### config.mk
export PLATFORM = sky130hd
export DESIGN_NAME = pwm_decoder
export DESIGN_NICKNAME = d
export VERILOG_FILES = /design/src/rtl/pwm_decoder.sv
export SDC_FILE = /design/constraint.sdc
export NUM_CORES = 1
export LEC_CHECK = 0
export CAP_MARGIN = 25
export CORE_MARGIN = 5
export CORE_UTILIZATION = 51
export DETAILED_ROUTE_END_ITERATION = 8
export PLACE_DENSITY = 0.75
export SLEW_MARGIN = 20
export SYNTH_ARGS = -nofsm -noshare
export SYNTH_HDL_FRONTEND = slang
export SYNTH_SLANG_ARGS = --single-unit
### constraint.sdc
create_clock -name clk -period 2.5 [get_ports clk]
set_input_delay 0.5 -clock clk [delete_from_list [all_inputs] [get_ports clk]]
set_output_delay 0.5 -clock clk [all_outputs]
set_load 0.005 [all_outputs]
### src/rtl/pwm_decoder.sv
// PWM line decoder: recovers duty and frame period from a sampled PWM input.
// Define PWM_DECODER_GLITCH_FILTER_EN to add a 3-sample majority filter after the synchronizer.
module pwm_decoder #(
    parameter int PWM_IN_SIZE = 32'd4
) (
    input  logic                   clk,
    input  logic                   reset,
    input  logic                   enable,
    input  logic                   pwm_in,
    output logic [PWM_IN_SIZE-1:0] data_out,
    output logic [PWM_IN_SIZE+1:0] period_out,
    output logic                   data_valid,
    output logic                   stuck,
    output logic                   period_err
);

    localparam int N = PWM_IN_SIZE;

    localparam logic [0:0] ST_IDLE    = 1'b0;
    localparam logic [0:0] ST_MEASURE = 1'b1;

    localparam logic [N+1:0] PER_ZERO    = {(N+2){1'b0}};
    localparam logic [N+1:0] PER_ONE     = {{(N+1){1'b0}}, 1'b1};
    localparam logic [N+1:0] PER_NOMINAL = {2'b01, {N{1'b0}}};
    localparam logic [N+1:0] PER_TIMEOUT = {2'b10, {N{1'b0}}};
    localparam logic [N+1:0] PER_MAX     = {(N+2){1'b1}};
    localparam logic [N:0]   HIGH_ZERO   = {(N+1){1'b0}};
    localparam logic [N:0]   HIGH_ONE    = {{N{1'b0}}, 1'b1};
    localparam logic [N:0]   HIGH_MAX    = {(N+1){1'b1}};
    localparam logic [N-1:0] DUTY_MAX    = {N{1'b1}};
    localparam logic [N-1:0] DUTY_ZERO   = {N{1'b0}};

    logic           sync1_r;
    logic           sync2_r;
    logic           s_s;
    logic           s_prev_r;
    logic           rise_s;
    logic [0:0]     state_r;
    logic [0:0]     state_n_s;
    logic [N+1:0]   per_cnt_r;
    logic [N+1:0]   per_cnt_n_s;
    logic [N:0]     high_cnt_r;
    logic [N:0]     high_cnt_n_s;
    logic [N-1:0]   data_out_r;
    logic [N-1:0]   data_out_n_s;
    logic [N+1:0]   period_out_r;
    logic [N+1:0]   period_out_n_s;
    logic           data_valid_r;
    logic           data_valid_n_s;
    logic           stuck_r;
    logic           stuck_n_s;
    logic           period_err_r;
    logic           period_err_n_s;

`ifdef PWM_DECODER_GLITCH_FILTER_EN
    logic hist1_r;
    logic hist2_r;

    function automatic logic maj3(input logic a, input logic b, input logic c);
        return (a & b) | (a & c) | (b & c);
    endfunction

    // Two-deep history of synchronized samples feeding the majority vote
    always_ff @(posedge clk) begin
        if (reset) begin
            hist1_r <= 1'b0;
            hist2_r <= 1'b0;
        end else begin
            hist1_r <= sync2_r;
            hist2_r <= hist1_r;
        end
    end

    assign s_s = maj3(sync2_r, hist1_r, hist2_r);
`else
    assign s_s = sync2_r;
`endif

    // Metastability synchronizer and edge-detect register; run regardless of enable
    always_ff @(posedge clk) begin
        if (reset) begin
            sync1_r  <= 1'b0;
            sync2_r  <= 1'b0;
            s_prev_r <= 1'b0;
        end else begin
            sync1_r  <= pwm_in;
            sync2_r  <= sync1_r;
            s_prev_r <= s_s;
        end
    end

    assign rise_s = s_s & ~s_prev_r;

    // Next-state logic: frame measurement, report on rise, stuck timeout
    always_comb begin
        state_n_s      = state_r;
        per_cnt_n_s    = per_cnt_r;
        high_cnt_n_s   = high_cnt_r;
        data_out_n_s   = data_out_r;
        period_out_n_s = period_out_r;
        period_err_n_s = period_err_r;
        stuck_n_s      = stuck_r;
        data_valid_n_s = 1'b0;
        if (!enable) begin
            state_n_s    = ST_IDLE;
            per_cnt_n_s  = PER_ZERO;
            high_cnt_n_s = HIGH_ZERO;
        end else begin
            case (state_r)
                ST_IDLE: begin
                    // The first rise only arms; the partial frame before it is discarded
                    if (rise_s) begin
                        state_n_s    = ST_MEASURE;
                        per_cnt_n_s  = PER_ONE;
                        high_cnt_n_s = HIGH_ONE;
                        stuck_n_s    = 1'b0;
                    end else begin
                        state_n_s    = ST_IDLE;
                        per_cnt_n_s  = PER_ZERO;
                        high_cnt_n_s = HIGH_ZERO;
                    end
                end
                ST_MEASURE: begin
                    if (rise_s) begin
                        data_out_n_s   = (high_cnt_r > {1'b0, DUTY_MAX}) ? DUTY_MAX : high_cnt_r[N-1:0];
                        period_out_n_s = per_cnt_r;
                        period_err_n_s = (per_cnt_r != PER_NOMINAL);
                        data_valid_n_s = 1'b1;
                        stuck_n_s      = 1'b0;
                        per_cnt_n_s    = PER_ONE;
                        high_cnt_n_s   = HIGH_ONE;
                    end else if (per_cnt_r == PER_TIMEOUT) begin
                        data_out_n_s   = s_s ? DUTY_MAX : DUTY_ZERO;
                        period_out_n_s = PER_ZERO;
                        period_err_n_s = 1'b1;
                        stuck_n_s      = 1'b1;
                        data_valid_n_s = 1'b1;
                        state_n_s      = ST_IDLE;
                        per_cnt_n_s    = PER_ZERO;
                        high_cnt_n_s   = HIGH_ZERO;
                    end else begin
                        per_cnt_n_s  = (per_cnt_r == PER_MAX) ? PER_MAX : (per_cnt_r + PER_ONE);
                        high_cnt_n_s = (s_s && (high_cnt_r != HIGH_MAX)) ? (high_cnt_r + HIGH_ONE) : high_cnt_r;
                    end
                end
                default: begin
                    state_n_s    = ST_IDLE;
                    per_cnt_n_s  = PER_ZERO;
                    high_cnt_n_s = HIGH_ZERO;
                end
            endcase
        end
    end

    // State, counters and registered outputs
    always_ff @(posedge clk) begin
        if (reset) begin
            state_r      <= ST_IDLE;
            per_cnt_r    <= PER_ZERO;
            high_cnt_r   <= HIGH_ZERO;
            data_out_r   <= DUTY_ZERO;
            period_out_r <= PER_ZERO;
            period_err_r <= 1'b0;
            stuck_r      <= 1'b0;
            data_valid_r <= 1'b0;
        end else begin
            state_r      <= state_n_s;
            per_cnt_r    <= per_cnt_n_s;
            high_cnt_r   <= high_cnt_n_s;
            data_out_r   <= data_out_n_s;
            period_out_r <= period_out_n_s;
            period_err_r <= period_err_n_s;
            stuck_r      <= stuck_n_s;
            data_valid_r <= data_valid_n_s;
        end
    end

    assign data_out   = data_out_r;
    assign period_out = period_out_r;
    assign data_valid = data_valid_r;
    assign stuck      = stuck_r;
    assign period_err = period_err_r;

endmodule

==> summary.txt <==
Setup path
  – Startpoint types: primary input
  – Critical Path Sink Type: flop
  – Type of the worst setup path: in -> reg
  – Depth of the critical timing path with buffers and inverters included: 4
  – Worst R2R Setup Slack: between 0.7 and 0.8 ns
  – Endpoint required time on the critical path: 2.76 ns
  – Launching point of the worst reg2reg path: high_cnt_r[0]$_SDFFE_PP0P_
  – Count of buffering cells on the critical path with inverters included: 1
  – Data arrival time of the critical path: about 2 ns
  – CP Capture Point: per_cnt_r[2]$_SDFF_PP0_
  – Startpoint of the worst setup timing path: reset
  – Series of cell instances along the critical path: clkdlybuf4s50_1 -> nand3b_1 -> a211o_1 -> nor3_1
  – Largest driver fanout on the critical path: 9
  – Delay of the slowest cell on the worst path: between 0.5 and 0.6 ns
  – Worst reg2reg endpoint: high_cnt_r[3]$_SDFFE_PP0P_
  – Worst path top cell family by delay: simple AND/OR/NAND/NOR gates
  – Worst reg-to-reg path cell count: 6
  – Slowest stage cell, crit path: sky130_fd_sc_hd__clkdlybuf4s50_1

Global route
  – Overall fraction of global-route tracks in use: 15.4%
  – Pin count of the biggest net entering global routing: 17
  – Wire length of the first global-routing pass: roughly 4200 um
  – Number of global-route vias before repair: 944
  – GR Overflow Total: 0
  – Initial antenna violation count: 0

Min path
  – Depth of the worst hold-timing path: 1
  – Min-delay worst type: reg -> reg
  – Worst hold path startpoint: sync1_r$_SDFF_PP0_

Clocking
  – Clock latency reported for the late side of the worst-skew pair: ~0.33 ns
  – Clock transition at path regs: around 0.16 ns
  – Num CTS Buffers: 3
  – Resized Gates After CTS: 0
  – Number of buffers added for setup after CTS: 0
  – Number of buffers on the longest clock path: 2
  – Clock tree from TritonCTS: built
  – Root cell of the clock tree: sky130_fd_sc_hd__clkbuf_4
  – Number of H-tree branching levels: 1
  – Sink count of the clock tree: 28
  – Number of hold buffers added after CTS: 0

Route
  – Detailed-route DRC error count: 0
  – Overall via count from detail_route: around 1k
  – DR vias/cell: 5.85
  – Violation count after the first detailed-routing iteration: 36
  – Count of TritonRoute iterations in the first routing pass: 4
  – Post-route antenna net violation count: 0
  – Final wirelength: around 2500 um
  – DR WL/cell: ~14 um

Finish
  – Fraction of final layout cells sized beyond drive strength 1: ~8.5%
  – Final standard cell area without fillers: approximately 1500 sq um
  – Most frequent cells in the layout: 28 x sky130_fd_sc_hd__dfxtp_1, 16 x sky130_fd_sc_hd__clkdlybuf4s50_1, 9 x sky130_fd_sc_hd__nor2_1, 7 x sky130_fd_sc_hd__inv_1, 7 x sky130_fd_sc_hd__a21oi_1
  – Most common library cell in the layout ignoring fill and taps: sky130_fd_sc_hd__dfxtp_1
  – Final Net Count: approximately 150
  – Synth-to-Final Area Change: 18.6%
  – Post-layout util: 61.4%
  – N_diodes: 0

Logic synthesis
  – Syn_nets: 134
  – EDFF count, synth: 0
  – Number of instances in the synthesized netlist: approximately 130
  – Register bit count reported by yosys: 28
  – Ys flop type: sky130_fd_sc_hd__dfxtp_1
  – Async set-reset flop share out of synthesis: 0%
  – Seq/Total Area, Yosys: between 40 and 50%
  – Synth cell types: a little over 40
  – Netlist Area Pre-Place: 1250 sq um
  – Syn avg cell area: 9.98 sq um
  – Total number of yosys warnings: 0

STA
  – Finish-stage setup viols: 0
  – Final Hold Viols: 0
  – Clock tree skew after final layout: 0.0117 ns
  – Max frequency: about 560 MHz
  – Slew at the pin closest to its max-slew limit: 0.528 ns
  – Accumulated negative setup slack: 0 ns
  – Setup repair after global routing missed its margin: no
  – Minimum clock period after layout: 1.78 ns
  – Worst-case setup margin in the final layout: approximately 0.7 ns
  – Worst slew margin relative to its limit: roughly 65%
  – Final-report max-slew violation count: 0
  – Period Utilization, post-route: 71.3%

Flow run
  – Number of maximum-capacitance violations: 0

Die
  – Placement row count: 18
  – Die X: ~59 um
  – Starting utilization of the core area: 51.8%
  – I/O pin count: 17
  – Core Box Area: between 2000 and 2500 sq um
  – Die outline height: roughly 59 um
  – Die area: 3530 sq um

Pwr
  – Seq pwr share: between 50 and 60%
  – Maximum ir drop on the vdd rail: approximately 0.00037 V
  – Static Leak: approximately 0.54 nW
  – Internal power summed over all cells: ~630 uW
  – Proportion of total power due to net switching: approximately 20%
  – Power density over the cells: approximately 530 nW/um^2
  – Clock power frac: between 30% and 40%
  – Switching power total: around 150 uW
  – Share of power burned in combinational logic: approximately 3.8%

Outcome
  – Result of the run: finished, final reports clean

Placed design
  – Area after detailed placement: between 1000 and 1500 sq um
  – Final estimated routing congestion in global placement: between 0.7 and 0.8
  – Post-place setup slack: between 0.4 and 0.5 ns
  – Port-buffer cells: 16
  – Post-detailed-placement half-perimeter wirelength: 1820 um
[registers in the layout (all words and copies together), names as in the netlist]
register and count:
data_valid 1, period_out 6, per_cnt_r 6, state_r 1, stuck 1, s_s 1, s_prev_r 1, sync1_r 1
period_err 1, high_cnt_r 5, data_out 4
[worst min-delay path by stage]
stage | to | slack [ns]
after detailed placement | s_s$_SDFF_PP0_ | 0.44
after global placement | s_s$_SDFF_PP0_ | 0.44
after CTS | s_s$_SDFF_PP0_ | 0.47
after global routing | s_s$_SDFF_PP0_ | 0.49
final | s_s$_SDFF_PP0_ | 0.46
after floorplan | s_s$_SDFF_PP0_ | 0.41
[power groups by stage]
stage	registers, mW	logic [mW]	clock network [mW]
floorplan	0.462	0.0201	0
global placement	0.463	0.0284	0
detailed placement	0.463	0.0290	0
CTS	0.453	0.0293	0.300
global route	0.454	0.0321	0.314
finish	0.453	0.0294	0.296
[cell families (layout without fill, tap and decap cells)]
| family | Yosys count | count (layout) | synth area share [%] |
|---|---|---|---|
| and+or+nand+nor | 44 | 44 | 21.8 |
| AOI/OAI and AO/OA | 33 | 33 | 21.8 |
| DFF | 28 | 28 | 44.9 |
| buffers and inverters | 11 | 27 | 3.61 |
| adders and majority gates | 5 | 5 | 5.02 |
| xor gates and xnor gates | 3 | 3 | 2.11 |
| muxes | 1 | 1 | 0.802 |
[cells in the mapped netlist, types with 2 or more instances]
cell type | count | area share [%]
sky130_fd_sc_hd__a31oi_1 | 2 | 1.0
sky130_fd_sc_hd__nor2b_1 | 5 | 2.5
sky130_fd_sc_hd__xor2_1 | 2 | 1.4
sky130_fd_sc_hd__a22o_1 | 5 | 3.5
sky130_fd_sc_hd__nand2_1 | 6 | 1.8
sky130_fd_sc_hd__or3_1 | 6 | 3.0
sky130_fd_sc_hd__o21ai_0 | 2 | 0.80
sky130_fd_sc_hd__and3_1 | 2 | 1.0
sky130_fd_sc_hd__inv_1 | 7 | 2.1
sky130_fd_sc_hd__buf_2 | 3 | 1.2
sky130_fd_sc_hd__nand3b_1 | 2 | 1.2
sky130_fd_sc_hd__nor2_1 | 9 | 2.7
sky130_fd_sc_hd__dfxtp_1 | 28 | 45
sky130_fd_sc_hd__nand3_1 | 3 | 1.2
sky130_fd_sc_hd__a21oi_1 | 7 | 2.8
sky130_fd_sc_hd__nand2b_1 | 3 | 1.5
sky130_fd_sc_hd__a32o_1 | 4 | 3.2
sky130_fd_sc_hd__ha_1 | 5 | 5.0
sky130_fd_sc_hd__a211o_1 | 2 | 1.4
[layout make-up]
class	count	area (sq um)
fillers	191	931
multi-input cells	86	642
flip-flops and latches	28	561
repair buffers	16	160
well taps	30	37.5
clock inverters	1	30.0
inverters	7	26.3
clock buffers	3	22.5
[layer usage]
| metal | global-route usage (%) | wire length, um | vias up |
|---|---|---|---|
| met3 | 3.92 | 157 | 2 |
| li1 | - | - | 484 |
| met2 | 24.3 | 1140 | 31 |
| met5 | 0 | 0 | - |
| met1 | 20.4 | 1140 | 484 |
| met4 | 4.85 | 18 | 0 |
[through the flow]
step | hold WS, ns | power [mW] | cells
2_1_floorplan | 0.414 | 0.482 | 125
3_3_place_gp | 0.439 | 0.491 | 167
3_5_place_dp | 0.442 | 0.492 | 167
4_1_cts | 0.467 | 0.783 | 171
5_1_grt | 0.491 | 0.800 | 171
6_report | 0.462 | 0.779 | 171
Power figures use the tool's default switching activity.
